--- config.mk ---
export PLATFORM = sky130hd
export DESIGN_NAME = mem_access_unit_flat
export DESIGN_NICKNAME = d
export VERILOG_FILES = /design/src/rtl/mem_access_unit_pkg.sv /design/src/rtl/mem_access_unit_if.sv /design/src/rtl/mem_access_unit_ll_sc_link.sv /design/src/rtl/mem_access_unit.sv /design/src/flat_wrapper.sv
export SDC_FILE = /design/constraint.sdc
export NUM_CORES = 1
export LEC_CHECK = 0
export ABC_AREA = 1
export CAP_MARGIN = 10
export CELL_PAD_IN_SITES_DETAIL_PLACEMENT = 0
export CELL_PAD_IN_SITES_GLOBAL_PLACEMENT = 1
export CORE_ASPECT_RATIO = 1.5
export CORE_UTILIZATION = 24
export CTS_CLUSTER_DIAMETER = 30
export DETAILED_ROUTE_END_ITERATION = 16
export PLACE_DENSITY_LB_ADDON = 0.05
export SYNTH_ARGS = -nofsm -noshare
export SYNTH_HDL_FRONTEND = slang
export SYNTH_HIERARCHICAL = 1
export SYNTH_SLANG_ARGS = --single-unit
export TNS_END_PERCENT = 1
--- constraint.sdc ---
create_clock -name CLK -period 1.7 [get_ports CLK]
set_input_delay 0.17 -clock CLK [delete_from_list [all_inputs] [get_ports CLK]]
set_output_delay 0.17 -clock CLK [all_outputs]
set_load 0.01 [all_outputs]
--- src/rtl/mem_access_unit_pkg.sv ---
// Shared types for the MIPS memory stage: data word, opcodes, memory FSM states
// and the LL/SC link granule helper.
package mem_access_unit_pkg;

  typedef logic [31:0] word_t;

  typedef enum logic [5:0] {
    RTYPE = 6'b000000,
    J     = 6'b000010,
    BEQ   = 6'b000100,
    ADDIU = 6'b001001,
    LW    = 6'b100011,
    SW    = 6'b101011,
    LL    = 6'b110000,
    SC    = 6'b111000
  } opcode_t;

  typedef enum logic [1:0] {
    IDLE = 2'd0,
    WAIT = 2'd1,
    DONE = 2'd2
  } memstate_t;

  localparam int unsigned LINK_LSB_DEFAULT = 2;

  // Address with the low lsb bits cleared: the reservation granule of a.
  function automatic word_t granule(input word_t a, input int unsigned lsb);
    return a & ~((word_t'(1) << lsb) - word_t'(1));
  endfunction

endpackage

--- src/rtl/mem_access_unit_if.sv ---
// Datapath <-> dcache handshake. The memory stage is the master; the cache is the slave.
interface mem_access_unit_if;
  import mem_access_unit_pkg::*;

  logic  dmemREN;
  logic  dmemWEN;
  word_t dmemaddr;
  word_t dmemstore;
  logic  dhit;
  word_t dmemload;

  modport master (
    output dmemREN, dmemWEN, dmemaddr, dmemstore,
    input  dhit, dmemload
  );

  modport slave (
    input  dmemREN, dmemWEN, dmemaddr, dmemstore,
    output dhit, dmemload
  );
endinterface

--- src/rtl/mem_access_unit_ll_sc_link.sv ---
// LL/SC reservation register: set by LL completion, cleared by SC/SW completion or a
// matching snoop invalidate. Set takes priority over any clear in the same cycle.
module ll_sc_link
  import mem_access_unit_pkg::*;
#(
  parameter int unsigned LINK_LSB = LINK_LSB_DEFAULT
) (
  input  logic  CLK,
  input  logic  nRST,
  input  logic  set,
  input  word_t set_addr,
  input  logic  clr,
  input  logic  snoop_inv,
  input  word_t snoop_addr,
  input  word_t chk_addr,
  output logic  match
);

  logic  link_valid;
  word_t link_addr;
  logic  snoop_hit;

  assign snoop_hit = snoop_inv &
                     (granule(snoop_addr, LINK_LSB) == granule(link_addr, LINK_LSB));
  assign match     = link_valid &
                     (granule(chk_addr, LINK_LSB) == granule(link_addr, LINK_LSB));

  always_ff @(posedge CLK or negedge nRST) begin
    if (!nRST) begin
      link_valid <= 1'b0;
      link_addr  <= '0;
    end else if (set) begin
      link_valid <= 1'b1;
      link_addr  <= set_addr;
    end else if (clr | snoop_hit) begin
      link_valid <= 1'b0;
    end
  end

endmodule

--- src/rtl/mem_access_unit.sv ---
// MEM stage of the 5-stage MIPS pipe: issues dcache requests, holds them until dhit,
// buffers results across a pipeline freeze and resolves LL/SC against the link register.
module mem_access_unit
  import mem_access_unit_pkg::*;
#(
  parameter int unsigned LINK_LSB = LINK_LSB_DEFAULT
) (
  input  logic               CLK,
  input  logic               nRST,
  input  logic               dREN_i,
  input  logic               dWEN_i,
  input  opcode_t            opcode_i,
  input  word_t              addr_i,
  input  word_t              store_i,
  input  logic               freeze_i,
  input  logic               snoop_inv,
  input  word_t              snoop_addr,
  output logic               mem_stall,
  output word_t              memdata_o,
  mem_access_unit_if.master  dcif
);

  memstate_t state, state_nxt;
  word_t     buf_q, live_data;
  logic      memop, is_sc, is_ll, is_sw;
  logic      link_match, sc_fail, active, req, done_evt, fail_evt;

  assign memop    = dREN_i | dWEN_i;
  assign is_sc    = (opcode_i == SC);
  assign is_ll    = (opcode_i == LL);
  assign is_sw    = (opcode_i == SW);
  assign sc_fail  = is_sc & ~link_match;
  assign active   = (state != DONE);
  assign req      = memop & ~sc_fail & active;
  assign done_evt = req & dcif.dhit;
  assign fail_evt = memop & sc_fail & active;

  ll_sc_link #(.LINK_LSB(LINK_LSB)) u_link (
    .CLK        (CLK),
    .nRST       (nRST),
    .set        (done_evt & is_ll),
    .set_addr   (addr_i),
    .clr        (((done_evt | fail_evt) & is_sc) | (done_evt & is_sw & link_match)),
    .snoop_inv  (snoop_inv),
    .snoop_addr (snoop_addr),
    .chk_addr   (addr_i),
    .match      (link_match)
  );

  always_comb begin
    live_data = '0;
    if (dREN_i)                live_data = dcif.dmemload;
    else if (is_sc & ~sc_fail) live_data = word_t'(1);
  end

  // WAIT shares IDLE's exits so an SC whose link is snooped away mid-wait retires as a fail.
  always_comb begin
    state_nxt = state;
    case (state)
      IDLE, WAIT: begin
        if (done_evt | fail_evt) state_nxt = freeze_i ? DONE : IDLE;
        else if (req)            state_nxt = WAIT;
        else                     state_nxt = IDLE;
      end
      DONE:    if (!freeze_i) state_nxt = IDLE;
      default: state_nxt = IDLE;
    endcase
  end

  always_ff @(posedge CLK or negedge nRST) begin
    if (!nRST) begin
      state <= IDLE;
      buf_q <= '0;
    end else begin
      state <= state_nxt;
      if (done_evt | fail_evt) buf_q <= live_data;
    end
  end

  // Outputs are qualified by nRST so an access in flight drops the moment reset asserts.
  assign dcif.dmemREN   = nRST & dREN_i & active;
  assign dcif.dmemWEN   = nRST & dWEN_i & ~sc_fail & active;
  assign dcif.dmemaddr  = nRST ? addr_i  : '0;
  assign dcif.dmemstore = nRST ? store_i : '0;
  assign mem_stall      = nRST & req & ~dcif.dhit;
  assign memdata_o      = (!nRST || !memop) ? '0 : (state == DONE) ? buf_q : live_data;

endmodule

--- src/flat_wrapper.sv ---
// flat-port wrapper written by rule: the top's interface ports become plain ports
module mem_access_unit_flat import mem_access_unit_pkg::*;
#(
  parameter int unsigned LINK_LSB = LINK_LSB_DEFAULT
)
  (CLK, nRST, dREN_i, dWEN_i, opcode_i, addr_i, store_i, freeze_i, snoop_inv, snoop_addr, mem_stall, memdata_o, dcif_dmemREN, dcif_dmemWEN, dcif_dmemaddr, dcif_dmemstore, dcif_dhit, dcif_dmemload);
  mem_access_unit_if dcif_i ();
  input  logic CLK;
  input  logic nRST;
  input  logic dREN_i;
  input  logic dWEN_i;
  input  opcode_t opcode_i;
  input  word_t addr_i;
  input  word_t store_i;
  input  logic freeze_i;
  input  logic snoop_inv;
  input  word_t snoop_addr;
  output logic mem_stall;
  output word_t memdata_o;
  output wire logic [$bits(dcif_i.dmemREN)-1:0] dcif_dmemREN;
  output wire logic [$bits(dcif_i.dmemWEN)-1:0] dcif_dmemWEN;
  output wire logic [$bits(dcif_i.dmemaddr)-1:0] dcif_dmemaddr;
  output wire logic [$bits(dcif_i.dmemstore)-1:0] dcif_dmemstore;
  input wire logic [$bits(dcif_i.dhit)-1:0] dcif_dhit;
  input wire logic [$bits(dcif_i.dmemload)-1:0] dcif_dmemload;
  assign dcif_dmemREN = dcif_i.dmemREN;
  assign dcif_dmemWEN = dcif_i.dmemWEN;
  assign dcif_dmemaddr = dcif_i.dmemaddr;
  assign dcif_dmemstore = dcif_i.dmemstore;
  assign dcif_i.dhit = dcif_dhit;
  assign dcif_i.dmemload = dcif_dmemload;
  mem_access_unit #(.LINK_LSB(LINK_LSB)) u_core (.CLK(CLK), .nRST(nRST), .dREN_i(dREN_i), .dWEN_i(dWEN_i), .opcode_i(opcode_i), .addr_i(addr_i), .store_i(store_i), .freeze_i(freeze_i), .snoop_inv(snoop_inv), .snoop_addr(snoop_addr), .mem_stall(mem_stall), .memdata_o(memdata_o), .dcif(dcif_i));
endmodule
Word level (Yosys, flattened, before mapping)
Cells that the tools add are included.

Logic and storage cells: 59. Input port bits: 141. Flip-flop bits (word level): 67. Output and inout bits: 99.

Multiplexer cells: 13. Bitwise gates (word level): 27. Equality and inequality tests: 9. Reduce and logical (&&, ||, !) cells: 6.

Operators by type and width (count): 2-to-1 mux 32 bit (5); == test 30 bit (2); AND 1 bit (20); == test 6 bit, second input constant (3); 2-to-1 mux 2 bit (3); 2-to-1 mux 1 bit (4); != test 2 bit, second input constant (2); OR 1 bit (4); one-hot mux 2 bit (2 select lines) (1); inverter 1 bit (3); == test 2 x 1 -> 1 bit, second input constant (1); == test 2 bit, second input constant (1); logical NOT 1 bit (2); logical NOT 2 bit (1); nonzero test 2 bit (1); OR reduction 2 bit (1); logical OR 1 bit (1).

Longest topological paths before layout
Word-level depth: 14. Gate-level depth with buffers: 15. Gate-level depth less buffers: 14.

Cells and area by module
Netlist, hierarchy kept.

Modules (own cells, without submodules): mem_access_unit (area each 2742.6 µm², times used 1, seq. area each 850.8 µm², cells an instance 459); ll_sc_link (area each 2103.3 µm², times used 1, seq. area each 775.7 µm², cells an instance 338).

Worst setup path after synthesis
No wires, ideal clock.

Path type: reg-to-output. From: register u_core.u_link.link_addr[30]. To: output mem_stall. Path buffers: 1. Stages on the path, launching flop included: 13. Required time: 1.530 ns. Arrival time: 1.546 ns. Slack: -0.016 ns. Cell sequence: dfrtp_1 > inv_1 > nor2_1 > nor2_1 > nand3_1 > nor3_1 > nand3_1 > nor2_1 > inv_1 > nand4_2 > nand2_4 > buf_4 > nor2_1.

Word-level cells in the longest chain between the ends: 9.

Ends and longest elaborated chain: start, declared (RTL line mem_access_unit_ll_sc_link.sv:20) `word_t link_addr;`; start signal, assigned (RTL line mem_access_unit_ll_sc_link.sv:34) `link_addr <= set_addr;`; == test 30 bit (RTL line mem_access_unit_ll_sc_link.sv:26) `(granule(chk_addr, LINK_LSB) == granule(link_addr, LINK_LSB));`; AND 1 bit (RTL line mem_access_unit_ll_sc_link.sv:25) `assign match = link_valid &`; net u_core.link_match (RTL line mem_access_unit.sv:26) `logic link_match, sc_fail, active, req, done_evt, fail_evt;`; inverter 1 bit (RTL line mem_access_unit.sv:32) `assign sc_fail = is_sc & ~link_match;`; AND 1 bit (RTL line mem_access_unit.sv:32); inverter 1 bit (RTL line mem_access_unit.sv:34) `assign req = memop & ~sc_fail & active;`; AND 1 bit (2 in series) (RTL line mem_access_unit.sv:34); AND 1 bit (2 in series) (RTL line mem_access_unit.sv:85) `assign mem_stall = nRST & req & ~dcif.dhit;`; end, declared (RTL line flat_wrapper.sv:18) `output logic mem_stall;`.

The timed path passes the listed nets, and every way through them passes these cells.

Final worst setup path
From: register u_core.u_link.link_addr[10]. To: output memdata_o[0].

Word-level cells in the longest chain between the ends: 10.

Ends and longest elaborated chain: == test 30 bit (RTL line mem_access_unit_ll_sc_link.sv:26); AND 1 bit (RTL line mem_access_unit_ll_sc_link.sv:25); net u_core.link_match (RTL line mem_access_unit.sv:26); inverter 1 bit (RTL line mem_access_unit.sv:32); AND 1 bit (RTL line mem_access_unit.sv:32); inverter 1 bit (RTL line mem_access_unit.sv:53) `else if (is_sc & ~sc_fail) live_data = word_t'(1);`; AND 1 bit (RTL line mem_access_unit.sv:53); 2-to-1 mux 1 bit (RTL line mem_access_unit.sv:53); 2-to-1 mux 32 bit (RTL line mem_access_unit.sv:52) `if (dREN_i) live_data = dcif.dmemload;`; 2-to-1 mux 32 bit (2 in series) (RTL line mem_access_unit.sv:86) `assign memdata_o = (!nRST || !memop) ? '0 : (state == DONE) ? buf_q : live_data;`; end, declared (RTL line flat_wrapper.sv:19) `output word_t memdata_o;`.

The timed path passes the listed nets, and every way through them passes these cells.

==> results_dict.tcl <==
set metrics [dict create \
    syn2layout_area_growth_pct 79.7 \
    synth_top_cell_by_area "dfrtp_1" \
    synth.top_cell.area_share 0.336 \
    worstMarginPinSlew_ns 0.504 \
    slew_headroom 0.663 \
    num_vias 5704 \
    maxSlewViolCount 0 \
    syn_inst 797 \
    nets 1280 \
    syn_area_um2 4850 \
    die_h_um 176 \
    hold_slack_ns 0.000700 \
    clockBufferDepth 2 \
    overflow 0 \
    cp-startpoint "u_core/u_link/link_addr[10]" \
    rsz0062_at_grt "true" \
    start_util 0.245 \
    grtUsageMet3 0.0329 \
    finalWirelength_mm 18.4 \
    crit_arrival_ns 2.09 \
    drc 0 \
    hold_viol 0 \
    finClkSkew_ns 0.0159 \
    n_antenna_cell 0 \
    synth_nets 938 \
    power.density_nw_per_um2 704 \
    fin_util 0.440 \
    die_area_um2 20800 \
    worstPathMaxFanout 3 \
    clock-sinks 65 \
    cts_root_buf "clkbuf_16" \
    dp.cells 1384 \
    antenna_found_initial 0 \
    r2r_cells 17 \
    grt_usage 0.181 \
    p_switching_mw 1.98 \
    r2r_end "u_core/buf_q[8]" \
    ir_drop_uv 524 \
    r2r_slack_ns -0.31 \
    p_seq_frac 0.312 \
    critPathKind "reg2out" \
    drv_cap 0 \
    clkTransAtPathRegs_ns 0.07 \
    clk_latency_ns 0.34 \
    globalplace.congestion 0.793 \
    status "complete, but fails checks" \
    setup_viol 39 \
    avgSynthCellArea_um2 6.08 \
    numCtsBuffers 9 \
    grt-busiest-layer "met2" \
    fin_crit_ns 2.26 \
    dr.pass1.iters 4 \
    clock_power_share 0.323 \
    violations "negative setup slack" \
    pre_cts_slack_ns -1.12 \
    h-tree-depth 3 \
    die_w_um 118 \
    finalPower_mw 6.13 \
    ys_seq_elements 65 \
    synthDistinctLibCells 33 \
    ioPinCount 240 \
    cp-end-kind "output port" \
    fin_crit_sh 1.33 \
    met2_usage 0.336 \
    rows 63 \
    required_ns 1.53 \
    grt_pass1_wl_mm 29.4 \
    wl_per_cell_um 13.1 \
    dp.final_hpwl_mm 14.7 \
    hold_path_class "in2async" \
    setup_ws_ns -0.560 \
    io_buffers 237 \
    grt_max_degree 39 \
    r2r-start "u_core/u_link/link_addr[10]" \
    drt_iter0_markers 199 \
    power.internal_mw 4.15 \
    met1_usage 0.208 \
    p_leak_nw 4.85 \
    swShare 0.323 \
    grt_pass1_vias 5705 \
    combPwrFrac 0.365 \
    synth_area_leaders "dfrtp_1, nand2_1, inv_1" \
    ant_nets 0 \
    core-area_um2 19800 \
    cts_tree "yes" \
    stdcell_count 1404 \
    drive_above_1_share 0.189 \
    drt-vias-per-instance 4.06 \
    yosys_warnings 6 \
    cp-endpoint "memdata_o[0]" \
    ys_seq_area_frac 0.336 \
    cp-start-kind "flop" \
    fmax_ghz 0.442 \
]
## final cells by class
class                      instances  area, um2
clock buffer                      10        239
clock inverter                     6       72.6
fill                            2154      11100
inverter                         169        639
multi-input combinational        528       2430
sequential                        65       1630
tap                              260        325
timing repair buffer             366       3380
## worst min path at each step
stage / start / endpoint / slack, ns / cells past startpoint
floorplan: nRST / u_core/buf_q[0] / -0.13 / 0
global placement: nRST / u_core/buf_q[31] / 0.20 / 2
detailed placement: nRST / u_core/buf_q[24] / 0.19 / 2
CTS: nRST / u_core/u_link/link_valid / 0.009 / 3
global route: nRST / u_core/u_link/link_valid / 0.03 / 3
finish: nRST / u_core/u_link/link_valid / 0.0007 / 3
## power groups by stage
stage	registers [mW]	clock network, mW	logic (mW)
detailed placement	1.93	0	2.25
floorplan	1.92	0	0.950
CTS	1.91	2.02	2.28
global route	1.94	2.10	2.49
finish	1.91	1.98	2.23
global placement	1.93	0	2.25
## cells in the mapped netlist
master	number
nand2_1	314
inv_1	151
dfrtp_1	65
o21ai_0	51
nand3_1	38
a21oi_1	32
nor2_1	30
buf_2	21
o21ai_1	17
xnor2_1	14
inv_2	12
buf_6	6
o22ai_1	6
clkinv_1	5
buf_4	4
clkbuf_1	4
nand4_1	4
nor2_4	4
nor3_1	3
nand2_4	2
xor2_1	2
a21boi_0	1
a22o_1	1
and3_1	1
inv_4	1
nand3b_1	1
nand4_2	1
nor2_2	1
nor2_8	1
nor4_1	1
o2111ai_1	1
o21bai_1	1
or2_0	1
## worst max-delay path, cell delays in order (launching register included)
cell      delay [ns]
dfrtp_1         0.36
inv_2           0.05
nand2_2         0.07
o21ai_1         0.07
inv_1           0.07
nand3_2         0.07
nor3_2          0.12
buf_4           0.13
nand3_2         0.07
nor2_4          0.15
inv_2           0.06
nor2_1          0.10
nand3_1         0.09
nand2_1         0.09
o21bai_1        0.06
inv_1           0.07
buf_2           0.13
## flip-flops by register name, indices dropped and copies added (netlist names)
register                  cells
u_core/buf_q                 32
u_core/u_link/link_addr      30
u_core/state                  2
u_core/u_link/link_valid      1
## stage by stage
stage	cell area, um2	TNS (ns)
finish	8710	-11.27
global route	8710	-18.83
CTS	8750	-19.39
detailed placement	8380	-50.29
global placement	8380	-50.62
floorplan	4850	0
## cells in the final DEF, fill, tap and decap left out, types with 6 or more instances in the layout
master           instances
buf_2                   11
o22ai_1                  6
xnor2_1                 14
clkbuf_2                15
nand3_1                 36
o21ai_1                 25
a21oi_1                 30
o21ai_0                 40
inv_1                  146
inv_2                   17
dlymetal6s2s_1           6
buf_6                    6
clkdlybuf4s50_1        196
buf_12                  10
clkbuf_16                9
nand2_1                313
dfrtp_1                 65
buf_4                  112
nor2_1                  26
## routing by layer
| layer | up-vias | share of wire |
|---|---|---|
| li1 | 3083 | - |
| met1 | 2467 | 0.41 |
| met2 | 134 | 0.53 |
| met3 | 20 | 0.041 |
| met4 | 0 | 0.020 |
| met5 | - | 0 |
## repair_timing
item / in CTS / in global routing
endpoints found under the hold margin: 14 / 0
setup buffers: 1 / 1
pin swaps: 4 / 4
hold buffers: 2 / 0
resized for setup: 73 / 64
endpoints found under the setup margin: 71 / 68
## kinds of logic after synthesis
family          count (synthesis)  synth area share
simple gates                  402             0.341
buf+inv                       204             0.176
flops                          65             0.336
xor+xnor                       16            0.0289
compound gates                110             0.118
(Power assumes the default switching activity.)
